$ cat src/rtl/fft_result_reader_pkg.sv
// Shared definitions for the FFT result reader: FSM state encoding and the
// address bit-reversal helper used for bit-reversed drains.
package fft_result_reader_pkg;

  typedef enum logic [2:0] {
    ST_IDLE  = 3'd0,
    ST_FETCH = 3'd1,
    ST_WAIT  = 3'd2,
    ST_VALID = 3'd3,
    ST_ACK   = 3'd4
  } state_t;

  localparam int MAX_W = 16;

  // Reverse the low w bits of v (bit i -> bit w-1-i); upper bits come back zero.
  function automatic logic [MAX_W-1:0] bit_reverse(input logic [MAX_W-1:0] v, input int w);
    logic [MAX_W-1:0] r;
    r = '0;
    for (int i = 0; i < MAX_W; i++) begin
      if (i < w) begin
        r[w-1-i] = v[i];
      end else begin
        r = r;
      end
    end
    return r;
  endfunction

endpackage

$ cat src/rtl/fft_result_reader_if.sv
// Wishbone classic slave signals of the FFT result reader.
interface fft_result_reader_if #(parameter int DATA_W = 32);
  logic              wb_cyc_i;
  logic              wb_stb_i;
  logic              wb_we_i;
  logic [DATA_W-1:0] wb_dat_o;
  logic              wb_ack_o;

  modport slave  (input wb_cyc_i, wb_stb_i, wb_we_i, output wb_dat_o, wb_ack_o);
  modport master (output wb_cyc_i, wb_stb_i, wb_we_i, input wb_dat_o, wb_ack_o);
endinterface

$ cat src/rtl/fft_result_reader_rd_index_cnt.sv
// Frame word index: WIDTH-bit up-counter with enable and synchronous clear.
module rd_index_cnt #(
  parameter int WIDTH = 3
) (
  input  logic             clock,
  input  logic             resetn,
  input  logic             en,
  input  logic             clr,
  output logic [WIDTH-1:0] count
);

  logic [WIDTH-1:0] count_r;

  // Counter register; clear wins over enable.
  always_ff @(posedge clock or negedge resetn) begin
    if (!resetn) begin
      count_r <= '0;
    end else if (clr) begin
      count_r <= '0;
    end else if (en) begin
      count_r <= count_r + WIDTH'(1);
    end else begin
      count_r <= count_r;
    end
  end

  assign count = count_r;

endmodule

$ cat src/rtl/fft_result_reader.sv
// Drains a completed FFT frame from the result RAM through a Wishbone slave,
// one word per read, in linear or bit-reversed address order.
module fft_result_reader
  import fft_result_reader_pkg::*;
#(
  parameter int WIDTH  = 3,
  parameter int DATA_W = 32
) (
  input  logic                 clock,
  input  logic                 resetn,
  input  logic                 start,
  input  logic                 bitrev,
  input  logic                 abort,
  output logic [WIDTH-1:0]     ram_addr,
  output logic                 ram_rd,
  input  logic [DATA_W-1:0]    ram_data,
  fft_result_reader_if.slave   wb,
  output logic                 busy,
  output logic                 done
);

  localparam logic [WIDTH-1:0] LAST_IDX = {WIDTH{1'b1}};

  state_t            state_r, state_nxt_s;
  logic [WIDTH-1:0]  index_s, fetch_idx_s;
  logic [WIDTH-1:0]  ram_addr_r, ram_addr_nxt_s;
  logic [DATA_W-1:0] dat_r, dat_nxt_s;
  logic              ram_rd_r, ram_rd_nxt_s;
  logic              ack_r, ack_nxt_s;
  logic              busy_r, busy_nxt_s;
  logic              done_r, done_nxt_s;
  logic              bitrev_r, bitrev_nxt_s, fetch_rev_s;
  logic              rd_stb_s, wr_stb_s, is_last_s, start_ok_s;
  logic              word_ack_s, idle_ack_s, cnt_en_s, cnt_clr_s;

  assign rd_stb_s   = wb.wb_cyc_i & wb.wb_stb_i & ~wb.wb_we_i;
  assign wr_stb_s   = wb.wb_cyc_i & wb.wb_stb_i & wb.wb_we_i;
  assign is_last_s  = (index_s == LAST_IDX);
  assign start_ok_s = (state_r == ST_IDLE) & start & ~abort;
  // ack_r gates every new ack so the acknowledge can never stay high two cycles.
  assign word_ack_s = (state_r == ST_VALID) & rd_stb_s & ~ack_r & ~abort;
  assign idle_ack_s = (state_r == ST_IDLE) & rd_stb_s & ~ack_r;
  assign cnt_clr_s  = abort | start_ok_s | ((state_r == ST_ACK) & is_last_s);
  assign cnt_en_s   = (state_r == ST_ACK) & ~is_last_s;

  rd_index_cnt #(.WIDTH(WIDTH)) u_index (
    .clock  (clock),
    .resetn (resetn),
    .en     (cnt_en_s),
    .clr    (cnt_clr_s),
    .count  (index_s)
  );

  // FSM state register.
  always_ff @(posedge clock or negedge resetn) begin
    if (!resetn) begin
      state_r <= ST_IDLE;
    end else begin
      state_r <= state_nxt_s;
    end
  end

  // Next-state logic; abort overrides everything, including start.
  always_comb begin
    state_nxt_s = state_r;
    if (abort) begin
      state_nxt_s = ST_IDLE;
    end else begin
      case (state_r)
        ST_IDLE:  state_nxt_s = start ? ST_FETCH : ST_IDLE;
        ST_FETCH: state_nxt_s = ST_WAIT;
        ST_WAIT:  state_nxt_s = ST_VALID;
        ST_VALID: state_nxt_s = word_ack_s ? ST_ACK : ST_VALID;
        ST_ACK:   state_nxt_s = is_last_s ? ST_IDLE : ST_FETCH;
        default:  state_nxt_s = ST_IDLE;
      endcase
    end
  end

  // Next values of the registered outputs, derived from the state being entered.
  always_comb begin
    fetch_idx_s    = (state_r == ST_IDLE) ? '0 : index_s + WIDTH'(1);
    fetch_rev_s    = (state_r == ST_IDLE) ? bitrev : bitrev_r;
    ram_rd_nxt_s   = (state_nxt_s == ST_FETCH);
    ram_addr_nxt_s = ram_addr_r;
    if (ram_rd_nxt_s) begin
      if (fetch_rev_s) begin
        ram_addr_nxt_s = WIDTH'(bit_reverse(MAX_W'(fetch_idx_s), WIDTH));
      end else begin
        ram_addr_nxt_s = fetch_idx_s;
      end
    end else begin
      ram_addr_nxt_s = ram_addr_r;
    end
    ack_nxt_s = ~ack_r & (wr_stb_s | idle_ack_s | word_ack_s);
    if ((state_r == ST_WAIT) && !abort) begin
      dat_nxt_s = ram_data;
    end else if (idle_ack_s) begin
      dat_nxt_s = '0;
    end else begin
      dat_nxt_s = dat_r;
    end
    if (abort) begin
      busy_nxt_s = 1'b0;
    end else if (start_ok_s) begin
      busy_nxt_s = 1'b1;
    end else if ((state_r == ST_ACK) && is_last_s) begin
      busy_nxt_s = 1'b0;
    end else begin
      busy_nxt_s = busy_r;
    end
    done_nxt_s   = ~abort & (state_r == ST_ACK) & is_last_s;
    bitrev_nxt_s = start_ok_s ? bitrev : bitrev_r;
  end

  // Output and datapath registers.
  always_ff @(posedge clock or negedge resetn) begin
    if (!resetn) begin
      ram_addr_r <= '0;
      ram_rd_r   <= 1'b0;
      dat_r      <= '0;
      ack_r      <= 1'b0;
      busy_r     <= 1'b0;
      done_r     <= 1'b0;
      bitrev_r   <= 1'b0;
    end else begin
      ram_addr_r <= ram_addr_nxt_s;
      ram_rd_r   <= ram_rd_nxt_s;
      dat_r      <= dat_nxt_s;
      ack_r      <= ack_nxt_s;
      busy_r     <= busy_nxt_s;
      done_r     <= done_nxt_s;
      bitrev_r   <= bitrev_nxt_s;
    end
  end

  assign ram_addr    = ram_addr_r;
  assign ram_rd      = ram_rd_r;
  assign wb.wb_dat_o = dat_r;
  assign wb.wb_ack_o = ack_r;
  assign busy        = busy_r;
  assign done        = done_r;

endmodule

$ cat src/flat_wrapper.sv
// flat-port wrapper written by rule: the top's interface ports become plain ports
module fft_result_reader_flat import fft_result_reader_pkg::*;
#(
  parameter int WIDTH  = 3,
  parameter int DATA_W = 32
)
  (clock, resetn, start, bitrev, abort, ram_addr, ram_rd, ram_data, busy, done, wb_wb_cyc_i, wb_wb_stb_i, wb_wb_we_i, wb_wb_dat_o, wb_wb_ack_o);
  fft_result_reader_if #(.DATA_W(DATA_W)) wb_i ();
  input  logic clock;
  input  logic resetn;
  input  logic start;
  input  logic bitrev;
  input  logic abort;
  output logic [WIDTH-1:0] ram_addr;
  output logic ram_rd;
  input  logic [DATA_W-1:0] ram_data;
  output logic busy;
  output logic done;
  input wire logic [$bits(wb_i.wb_cyc_i)-1:0] wb_wb_cyc_i;
  input wire logic [$bits(wb_i.wb_stb_i)-1:0] wb_wb_stb_i;
  input wire logic [$bits(wb_i.wb_we_i)-1:0] wb_wb_we_i;
  output wire logic [$bits(wb_i.wb_dat_o)-1:0] wb_wb_dat_o;
  output wire logic [$bits(wb_i.wb_ack_o)-1:0] wb_wb_ack_o;
  assign wb_i.wb_cyc_i = wb_wb_cyc_i;
  assign wb_i.wb_stb_i = wb_wb_stb_i;
  assign wb_i.wb_we_i = wb_wb_we_i;
  assign wb_wb_dat_o = wb_i.wb_dat_o;
  assign wb_wb_ack_o = wb_i.wb_ack_o;
  fft_result_reader #(.WIDTH(WIDTH), .DATA_W(DATA_W)) u_core (.clock(clock), .resetn(resetn), .start(start), .bitrev(bitrev), .abort(abort), .ram_addr(ram_addr), .ram_rd(ram_rd), .ram_data(ram_data), .wb(wb_i), .busy(busy), .done(done));
endmodule
$ cat config.mk
export PLATFORM = sky130hd
export DESIGN_NAME = fft_result_reader_flat
export DESIGN_NICKNAME = d
export VERILOG_FILES = /design/src/rtl/fft_result_reader_pkg.sv /design/src/rtl/fft_result_reader_if.sv /design/src/rtl/fft_result_reader_rd_index_cnt.sv /design/src/rtl/fft_result_reader.sv /design/src/flat_wrapper.sv
export SDC_FILE = /design/constraint.sdc
export NUM_CORES = 1
export LEC_CHECK = 0
export BUFFER_PORTS_ARGS = -buffer_cell sky130_fd_sc_hd__buf_2
export CORE_MARGIN = 1.5
export CORE_UTILIZATION = 43
export DETAILED_ROUTE_END_ITERATION = 8
export PLACE_DENSITY = 0.82
export RECOVER_POWER = 100
export SYNTH_ARGS = -nofsm -noshare
export SYNTH_HDL_FRONTEND = slang
export SYNTH_HIERARCHICAL = 1
export SYNTH_SLANG_ARGS = --single-unit
export TNS_END_PERCENT = 20
$ cat constraint.sdc
create_clock -name clock -period 1.9 [get_ports clock]
set_input_delay 0.19 -clock clock [delete_from_list [all_inputs] [get_ports clock]]
set_output_delay 0.19 -clock clock [all_outputs]
set_load 0.01 [all_outputs]
==> results of run 1 <==
power by group through the flow:
stage	sequential, mW	combinational [mW]	clock (mW)
2_1_floorplan	1.37	0.248	0
3_3_place_gp	1.28	0.629	0
3_5_place_dp	1.29	0.653	0
4_1_cts	1.27	0.656	0.726
5_1_grt	1.30	0.649	0.774
6_report	1.27	0.569	0.707
registers in the layout, summed over array words and instances (netlist names):
register and flops:
u_core/done 1, u_core/bitrev_r 1, u_core/ram_rd 1, u_core/ram_addr 3, u_core/u_index/count 3, u_core/wb.wb_dat_o 32, u_core/wb.wb_ack_o 1, u_core/state_r 3
u_core/busy 1
metrics by stage:
stage / setup TNS, ps / instance area [sq um]
2_1_floorplan: 0 / 2050
3_3_place_gp: 0 / 2540
3_5_place_dp: -45.9 / 2540
4_1_cts: 0 / 2670
5_1_grt: 0 / 2600
6_report: 0 / 2600
area by class of cell:
class | instances | area (sq um)
multi-input combinational | 149 | 828
tap | 52 | 65.1
fill | 424 | 1870
sequential | 46 | 1150
timing repair buffer | 91 | 437
clock inverter | 3 | 40.0
inverter | 3 | 11.3
clock buffer | 5 | 68.8
timing repair:
item / CTS / global route
hold endpoints to repair: 24 / 0
setup buffers: 1 / 0
resized for setup: 1 / 0
hold buffers: 1 / 0
pin swaps: 1 / 1
endpoints found under the setup margin: 2 / 2
path summary, 6_finish.rpt:
path / slack, ps / start / cells past startpoint / end
worst min-delay path: 90 / ram_data[19] / 3 / u_core/wb.wb_dat_o[19]
worst min register to register: 530 / u_core/wb.wb_dat_o[18] / 2 / u_core/wb.wb_dat_o[18]
worst max-delay path: 130 / u_core/u_index/count[1] / 5 / u_core/ram_addr[2]
min in group asynchronous: 430 / resetn / 2 / u_core/wb.wb_dat_o[26]
worst max register to register: 130 / u_core/u_index/count[1] / 5 / u_core/ram_addr[2]
max in group asynchronous: 630 / resetn / 3 / u_core/wb.wb_dat_o[20]
per-layer routing:
layer	vias to the layer above	GRT usage, %
met5	-	0
met4	0	5.03
met3	7	4.44
met2	55	30.9
met1	843	24.5
li1	877	-
placed cells by master (no fill, tap or decap), drive strengths merged:
cell         instances
nor4b                1
mux2i                2
o21bai               1
and4                 1
nand2               69
or4b                 1
nand3b               2
dfrtp               46
nor2                 7
dlygate4sd3          1
o21ai               32
a21bo                1
xnor2                1
or3                  1
nor4bb               1
nor2b                1
buf                 43
and3b                1
a21o                 1
bufinv               1
nor4                 2
ha                   3
a21oi                4
mux2                 3
a211oi               1
a2111oi              1
or2                  1
nor3                 6
o31a                 1
a311o                1
nor3b                1
nand2b               2
clkinv               2
clkbuf              52
inv                  3
cells by family (layout without fill, tap and decap cells):
logic type               after synthesis  after routing  synth area share [%]
AND/OR/NAND/NOR                       97             97                  22.5
adder cells (fa/ha/maj)                3              3                  1.83
flip-flops                            46             46                  56.1
buffers and inverters                 17            102                  3.90
XOR/XNOR                               1              1                 0.427
multiplexers                           5              5                  2.62
AO/OA/AOI/OAI                         43             43                  12.6
tightest hold or removal path: stages:
cell and delay, ps:
buf_2 70, nand2_1 30, o21ai_0 60
==> run_results.csv, run 1 <==
group,metric,value,unit
status,status,"complete, no violations",
floorplan,start_util,45.8,%
worst_setup_path,crit_buf_inv,0,
drt,wl_met3,237,microns
timing,fmax,563,MHz
finish,layout.core_utilization,58.1,%
floorplan,row_count,24,
finish,area_growth,26.8,%
drt,drc,0,
grt,grt_usage,18.6,%
finish,drive_above_1_share,21.5,%
worst_setup_path,cp_slowest_cell,"dfrtp_1",
worst_setup_path,critPathMaxStageDelay,410,ps
drt,drt-pass1-iter-count,4,
synth,ys_types,35,
timing,fin_worst_skew,6.21,ps
synth,avgSynthCellArea,9.67,sq um
worst_setup_path,cp.arrival,1960,ps
timing,tightestPinTransition,627,ps
synth,synth-edff-count,0,
grt,grt_max_degree,33,
timing,min_period,1770,ps
worst_setup_path,critPathMaxFanout,3,
timing,fin_crit_sh,93.4,%
drt,via_per_inst,5.11,
synth,synth_seq_cells,46,
worst_setup_path,path_class,"flip-flop to flip-flop",
clock_network,cts_buffers,5,
synth,async_flop_share,100,%
power_and_ir_drop,pwr-share-clk,27.7,%
placed_design,place_ws,-27.1,ps
power_and_ir_drop,pwr-share-seq,50.0,%
finish,diodes,0,
synth,synth_top_cell_by_area,"dfrtp_1",
synth,synth_nets,255,
clock_network,clock_path_buffers,2,
clock_network,cts_tree,"yes",
grt,grt_pass1_wl,7490,microns
placed_design,portBuffers,78,
power_and_ir_drop,vdd_drop_max,0.000521,V
timing,whs,93.2,ps
power_and_ir_drop,p_leak,1.21,nW
synth,ys.warnings.count,6,
synth,synth_commonest_cells,"nand2_1 (69), dfrtp_1 (46), o21ai_1 (32)",
floorplan,core_region_area,4470,sq um
synth,netlist_area,2050,sq um
worst_setup_path,cpMostUsedCell,"ha_1",
worst_hold_path,hold_path.class,"primary input to flip-flop",
flow_run,drv_cap,0,
clock_network,worstSkewPairLatency,300,ps
power_and_ir_drop,intPower,1.77,mW
drt,vias,1782,
placed_design,hpwl,3240,microns
synth,yosysMostFrequentCell,"nand2_1",
worst_setup_path,end_kind,"flip-flop",
drt,wl_met1,2120,microns
worst_setup_path,path_cells,"ha_1 > ha_1 > nand2b_4 > a2111oi_4 > mux2_2",
timing,finalSetupViolCount,0,
floorplan,fp.dieArea,5190,sq um
synth,ys.flop_type,"dfrtp_1",
grt,grt.overflow.total,0,
power_and_ir_drop,total_power,2.55,mW
clock_network,clk_pin_slew,90,ps
floorplan,fp.dieH,72.1,microns
floorplan,dieWidth,72.1,microns
synth,synth-seq-area-share,56.1,%
power_and_ir_drop,p_sw_share,30.4,%
power_and_ir_drop,power_density,981,nW/um^2
timing,maxSlewViolCount,0,
placed_design,gp_congestion,0.787,
timing,relSlewSlack,58.2,%
finish,fin_cells,349,
synth,yosys-top-cells-area,"dfrtp_1 (56%), nand2_1 (13%), o21ai_1 (7.8%), buf_2 (3.2%), ha_1 (1.8%)",
timing,hold_violations,0,
drt,drt_iter0_drc,89,
worst_setup_path,cp.required,2080,ps
synth,yosys.area.top_type_share,56.1,%
timing,setup_ws,125,ps
grt,grt_pass1_vias,1634,
worst_setup_path,crit_family,"flip-flops",
worst_setup_path,crit_path_start_kind,"flip-flop",
clock_network,htree_levels,2,
power_and_ir_drop,p_switching,0.776,mW
drt,dr_wl_met2,2170,microns
drt,highest_layer,"met4",
drt,wl_per_cell,13.1,microns
clock_network,cts-root-buf,"clkbuf_8",
synth,synth_cells,212,
drt,wirelength,4590,microns
grt,antenna_found_initial,0,
finish,finalNetCount,339,
power_and_ir_drop,power_frac_comb,22.3,%
drt,drtAntennaViolNets,0,
timing,rsz0062_at_grt,"false",
clock_network,cts.sink_count,46,
placed_design,place_inst,339,
floorplan,boundaryPins,79,
(Power assumes the default switching activity.)
==> run 2, diff against run 1 <==
Settings changed: ABC_AREA from default to 1, CORE_UTILIZATION 43 to 44.
==> run 2 against run 1 <==
  * Critical path depth increased by 5
  * Global-route usage fell by 2.2 points
  * Synthesized cell count up 9.0%
  * Worst hold slack improved by 29 ps
  * Routed wire length decreased by 14%
  * Utilization down 4.5 points
  * Via count down 1.9%
  * Clock skew shrank 3.6 ps
  * First-iteration DRC count fell by 58%
  * Critical endpoint unchanged
==> run_results.csv, run 2 <==
group,metric,value,unit
clock_network,cts_tree,"yes",
synth,ys.flop_type,"dfrtp_1",
floorplan,core_region_area,4690,sq um
worst_setup_path,cp.arrival,1820,ps
synth,netlist_area,2120,sq um
clock_network,postCtsResizedCells,0,
power_and_ir_drop,power_density,1010,nW/um^2
placed_design,placed_cell_area,2510,sq um
synth,synth_seq_cells,46,
timing,min_period,1640,ps
worst_setup_path,crit_path_start_kind,"flip-flop",
synth,synth-simple-area-share,20.9,%
power_and_ir_drop,p_leak,1.37,nW
synth,ys.warnings.count,6,
floorplan,fp.dieH,72.4,microns
synth,yosys.area.top_type_share,54.2,%
drt,drt-pass1-iter-count,4,
worst_setup_path,cp.required,2080,ps
finish,final_cell_mix,"inv_1 (46), dfrtp_1 (46), nand3_1 (44), clkbuf_1 (40), buf_2 (38)",
timing,tightestPinTransition,1070,ps
drt,vias,1749,
drt,via_per_inst,4.79,
floorplan,dieWidth,72.4,microns
finish,drive_above_1_share,18.3,%
finish,largest_reg_flops,32,
timing,fin_tns_setup,0,ps
grt,grt_max_degree,39,
finish,finalNetCount,355,
synth,yosys-top-cells-area,"dfrtp_1 (54%), nand3_1 (10%), inv_1 (8.0%), o21ai_1 (7.1%), buf_6 (4.8%)",
worst_setup_path,critPathMaxFanout,5,
floorplan,start_util,45.2,%
timing,relSlewSlack,28.7,%
clock_network,htree_levels,2,
grt,grt.overflow.total,0,
synth,yosysMostFrequentCell,"dfrtp_1",
synth,synth_commonest_cells,"dfrtp_1 (46), inv_1 (45), nand3_1 (44)",
timing,finalSetupViolCount,0,
placed_design,portBuffers,78,
timing,maxSlewViolCount,0,
timing,hold_violations,0,
worst_setup_path,path_class,"flip-flop to flip-flop",
synth,ys_types,22,
flow_run,drv_cap,0,
timing,fin_crit_sh,86.3,%
timing,fin_worst_skew,2.61,ps
clock_network,clock_path_buffers,2,
synth,synthMuxAreaShare,0,%
drt,wl_per_cell,10.8,microns
drt,drtAntennaViolNets,0,
placed_design,gp_congestion,0.750,
grt,grt_usage,16.4,%
timing,rsz0062_at_grt,"false",
status,status,"complete, no violations",
power_and_ir_drop,vdd_drop_max,0.000438,V
synth,synth_top_cell_by_area,"dfrtp_1",
worst_setup_path,end_kind,"flip-flop",
finish,area_growth,18.6,%
floorplan,boundaryPins,79,
synth,avgSynthCellArea,9.19,sq um
floorplan,row_count,25,
synth,synth_top_family_by_area,"simple AND/OR/NAND/NOR gates",
drt,drt_iter0_drc,37,
synth,synth_cells,231,
drt,drc,0,
finish,num-fill-cells,470,
worst_hold_path,hold_path.class,"primary input to flip-flop",
synth,async_flop_share,100,%
clock_network,cts.sink_count,46,
synth,synth_nets,274,
clock_network,cts_buffers,5,
synth,synth_xor_area_share,0,%
floorplan,fp.dieArea,5250,sq um
finish,diodes,0,
synth,synth_fa_ha_area_share,1.77,%
drt,wirelength,3940,microns
finish,final_cell_area,2520,sq um
synth,synth-seq-area-share,54.2,%
clock_network,clk_pin_slew,70,ps
timing,fmax,610,MHz
clock_network,worstSkewPairLatency,290,ps
synth,synth_compound_area_share,9.67,%
grt,grt_pass1_wl,6690,microns
placed_design,hpwl,2980,microns
grt,grt_pass1_vias,1574,
clock_network,cts-root-buf,"clkbuf_8",
synth,synth-edff-count,0,
grt,antenna_found_initial,0,
-- run 2: cell count changes in the layout (fill, tap and decap cells not counted), moves of 3 or more --
cell / before / now
nor2_1: 7 / 14
nand2_1: 69 / 20
o21ai_0: 28 / 34
a21oi_1: 4 / 1
nand3_1: 0 / 44
inv_1: 3 / 46
nor3_1: 5 / 0
clkbuf_1: 43 / 40
-- run 2: logic make-up (layout without fill, tap and decap cells) --
logic type / after synthesis / count (layout)
and+or+nand+nor: 86 / 86
buffers and inverters: 58 / 138
DFF: 46 / 46
AOI/OAI and AO/OA: 38 / 38
adders and majority gates: 3 / 3
-- run 2: area by class of cell --
type,count,area [sq um],area share [%]
flip-flops and latches,46,1150,45.7
multi-input cells,127,654,26.0
repair buffers,83,378,15.0
inverters,49,184,7.31
clock buffers,6,82.6,3.28
well taps,54,67.6,2.68
-- run 2: path summary, 6_finish.rpt --
path                                         startpoint                      to  slack [ps]  depth (start not counted)
worst max-delay path            u_core/u_index/count[0]      u_core/ram_addr[2]         260                         10
max in group asynchronous                        resetn  u_core/wb.wb_dat_o[24]         440                          3
worst max register to register  u_core/u_index/count[0]      u_core/ram_addr[2]         260                         10
worst min-delay path                             bitrev         u_core/bitrev_r         120                          3
worst min register to register       u_core/ram_addr[1]      u_core/ram_addr[1]         490                          2
min in group asynchronous                        resetn      u_core/ram_addr[0]         610                          2
-- run 2: timing repair --
action / in CTS / in global routing
buffers inserted: 0 / 0
hold buffers: 1 / 0
hold endpoints to repair: 19 / 0
-- run 2: stage by stage --
step	hold WS [ps]	total power, mW	util [%]	setup WS (ps)	std cells
after detailed placement	161	2.11	53.5	370	358
after floorplan	-106	1.79	-	515	231
final	122	2.55	53.7	259	365
after global routing	119	2.76	53.7	117	365
after global placement	156	2.08	53.5	472	358
after CTS	117	2.69	55.4	342	365
-- run 2: report_power, final --
part	switching, mW	internal [mW]
registers	0.125	1.21
logic	0.406	0.251
clock network	0.283	0.280
total	0.815	1.74
-- run 2: layer usage --
layer,wire (microns),GRT usage [%],up-vias
met5,0,0,-
met4,46,5.45,0
met3,219,4.58,6
met2,1910,27.9,56
met1,1760,20.2,792
li1,-,-,895
-- run 2: critical path, cell delays in order (launching register included) --
cell     delay (ps)
dfrtp_1         420
ha_1            220
ha_1            210
inv_1            60
nand3_1         100
nand2_1         110
nor2_2           30
nand2_1         120
nand2_1         120
nand2_1          80
nand2_1          50
==> run 3, diff against run 2 <==
Settings changed: PLACE_DENSITY 0.82 to 0.74, SYNTH_HIERARCHICAL 1 to default.
==> run 3 against run 2 <==
  * Critical path depth fell by 4
  * Utilization rose by 3.1 points
  * Sequential share of layout area is 0.38 points lower
  * Worst hold slack worse by 42 ps
  * Register-to-register slack better by 20 ps
  * Maximum frequency increased by 1.1%
  * Clock skew is 1.5 ps higher
  * Synthesized cell count stayed put
  * Die area is 0.84% lower
==> run_results.csv, run 3 <==
group,metric,value,unit
drt,wirelength,4790,microns
timing,maxSlewViolCount,0,
clock_network,cts-root-buf,"clkbuf_8",
grt,grt.overflow.total,0,
worst_setup_path,cpMostUsedCell,"nand2_1",
timing,min_period,1620,ps
timing,tightestPinTransition,547,ps
power_and_ir_drop,p_leak,1.40,nW
status,status,"complete, no violations",
worst_setup_path,crit_path_start_kind,"flip-flop",
placed_design,gp_congestion,0.773,
clock_network,cts_buffers,5,
worst_hold_path,min_path_cells,2,
finish,layout.core_utilization,56.7,%
worst_setup_path,cp.required,2090,ps
synth,ys.warnings.count,0,
synth,synthMuxAreaShare,0,%
synth,yosys-top-cells-area,"dfrtp_1 (55%), nand3_1 (18%), nand2_1 (10%), nand3_2 (2.4%), buf_2 (1.9%)",
finish,fin_cells,362,
placed_design,hpwl,3380,microns
drt,drtAntennaViolNets,0,
synth,async_flop_share,100,%
worst_setup_path,cp.depth,6,
floorplan,row_count,24,
finish,num-fill-cells,448,
synth,synth_compound_area_share,1.01,%
grt,grt_pass1_wl,7830,microns
clock_network,postCtsResizedCells,0,
worst_setup_path,r2r_end,"u_core.ram_addr[2]",
worst_setup_path,r2r_setup_slack,280,ps
floorplan,fp.dieArea,5200,sq um
power_and_ir_drop,power_density,1050,nW/um^2
placed_design,portBuffers,78,
grt,grt_usage,19.1,%
drt,vias,1906,
synth,synth_seq_cells,46,
drt,drc,0,
floorplan,dieWidth,72.1,microns
clock_network,worstSkewPairLatency,300,ps
clock_network,cts.sink_count,46,
worst_setup_path,crit_family,"simple AND/OR/NAND/NOR gates",
finish,finalNetCount,351,
timing,fmax,616,MHz
finish,final_common_cell,"nand3_1",
clock_network,clock_path_buffers,2,
worst_hold_path,min_from,"abort",
drt,drt_iter0_drc,127,
worst_hold_path,hold_path.class,"primary input to flip-flop",
worst_setup_path,critPathMaxFanout,6,
synth,synth_commonest_cells,"nand3_1 (74), nand2_1 (56), dfrtp_1 (46)",
floorplan,fp.dieH,72.1,microns
synth,avgSynthCellArea,9.11,sq um
clock_network,cts_setup_buffers,0,
finish,diodes,0,
clock_network,cts_tree,"yes",
grt,antenna_found_initial,0,
floorplan,core_region_area,4470,sq um
synth,yosys.area.top_type_share,54.7,%
timing,fin_tns_setup,0,ps
worst_setup_path,crit_buf_inv,0,
synth,ys_types,25,
clock_network,hold_buffers,1,
timing,relSlewSlack,63.5,%
synth,synth_top_family_by_area,"simple AND/OR/NAND/NOR gates",
drt,wl_per_cell,13.2,microns
floorplan,start_util,47.0,%
drt,via_per_inst,5.27,
timing,fin_crit_sh,85.4,%
finish,area_growth,20.7,%
worst_setup_path,cp.arrival,1810,ps
floorplan,boundaryPins,79,
synth,synth_fa_ha_area_share,1.19,%
worst_setup_path,cp_slowest_cell,"dfrtp_1",
clock_network,htree_levels,2,
worst_setup_path,ff2ff_path_depth,6,
synth,synth_top_cell_by_area,"dfrtp_1",
worst_setup_path,worstReg2RegStart,"u_core.state_r[1]",
worst_hold_path,hold_path_end,"u_core.state_r[0]",
placed_design,place_inst,353,
timing,rsz0062_at_grt,"false",
finish,drive_above_1_share,20.6,%
flow_run,drv_cap,0,
timing,finalSetupViolCount,0,
finish,largest_reg_flops,32,
synth,synth_nets,273,
clock_network,clk_pin_slew,80,ps
worst_setup_path,end_kind,"flip-flop",
drt,drt-pass1-iter-count,4,
grt,grt_max_degree,34,
synth,yosysMostFrequentCell,"nand3_1",
timing,hold_violations,0,
power_and_ir_drop,vdd_drop_max,0.000377,V
worst_setup_path,critPathMaxStageDelay,430,ps
synth,synth_cells,231,
worst_setup_path,startpoint,"u_core.state_r[1]",
synth,synth-edff-count,0,
synth,synth-seq-area-share,54.7,%
timing,fin_worst_skew,4.12,ps
synth,synth-simple-area-share,36.2,%
finish,final_cell_mix,"nand3_1 (76), nand2_1 (56), dfrtp_1 (46), clkbuf_1 (40), buf_2 (39)",
worst_setup_path,path_cells,"nor2_1 > nand3_1 > nand3_2 > nand4_2 > nand2_1 > nand2_1",
synth,ys.flop_type,"dfrtp_1",
timing,whs,79.7,ps
worst_setup_path,path_class,"flip-flop to flip-flop",
synth,synth_xor_area_share,0,%
synth,netlist_area,2100,sq um
grt,grt_pass1_vias,1780,
-- run 3: cell count changes after synthesis, moves of 2 or more --
cell / change
nand3_1: +30
buf_6: -6
nand3_2: +5
nand2_1: +38
o21ai_2: -3
buf_2: +8
inv_1: -35
o21ai_0: -2
nor2_1: -8
o21ai_1: -30
-- run 3: cells by family after synthesis --
logic type | count (synthesis)
buffers and inverters | 28
adder cells (fa/ha/maj) | 2
AND/OR/NAND/NOR | 151
flip-flops | 46
AO/OA/AOI/OAI | 4
-- run 3: stage by stage --
step | worst slack [ps] | instance area (sq um) | power, mW
2_1_floorplan | 551 | 2100 | 1.79
3_3_place_gp | 487 | 2520 | 2.12
3_5_place_dp | 415 | 2520 | 2.14
4_1_cts | 398 | 2630 | 2.75
5_1_grt | 157 | 2540 | 2.84
6_report | 276 | 2540 | 2.67
-- run 3: worst max-delay path by stage --
stage                          to  slack, ps
4_1_cts        u_core.ram_addr[2]        400
2_1_floorplan  u_core.ram_addr[0]        550
6_report       u_core.ram_addr[2]        280
5_1_grt        u_core.ram_addr[1]        160
3_5_place_dp   u_core.ram_addr[2]        410
3_3_place_gp   u_core.ram_addr[2]        490
-- run 3: layout make-up --
type	count	area [sq um]	area share (%)
Tap cell	52	65.1	2.56
Clock inverter	1	5.00	0.197
Timing Repair Buffer	84	387	15.2
Multi-Input combinational cell	157	786	31.0
Clock buffer	7	86.3	3.40
Sequential cell	46	1150	45.3
Inverter	15	58.8	2.32
-- run 3: worst register-to-register path: stages, from the launching register on --
cell and delay [ps]:
dfrtp_1 430, nor2_1 350, nand3_1 310, nand3_2 160, nand4_2 120, nand2_1 100
nand2_1 50
-- run 3: routing by layer --
layer	share of wire (%)	vias to the layer above	wire length, microns	track usage (%)
met1	46	892	2210	24.8
met2	46	82	2210	31.7
met4	1.5	0	70	6.71
met3	6.1	9	294	4.31
li1	-	923	-	-
met5	0	-	0	0
-- run 3: power breakdown --
part / switching, mW / leakage, nW / internal (mW)
Combinational: 0.453 / 0.750 / 0.261
Sequential: 0.133 / 0.605 / 1.21
Clock: 0.318 / 0.0482 / 0.294
Total: 0.904 / 1.40 / 1.76
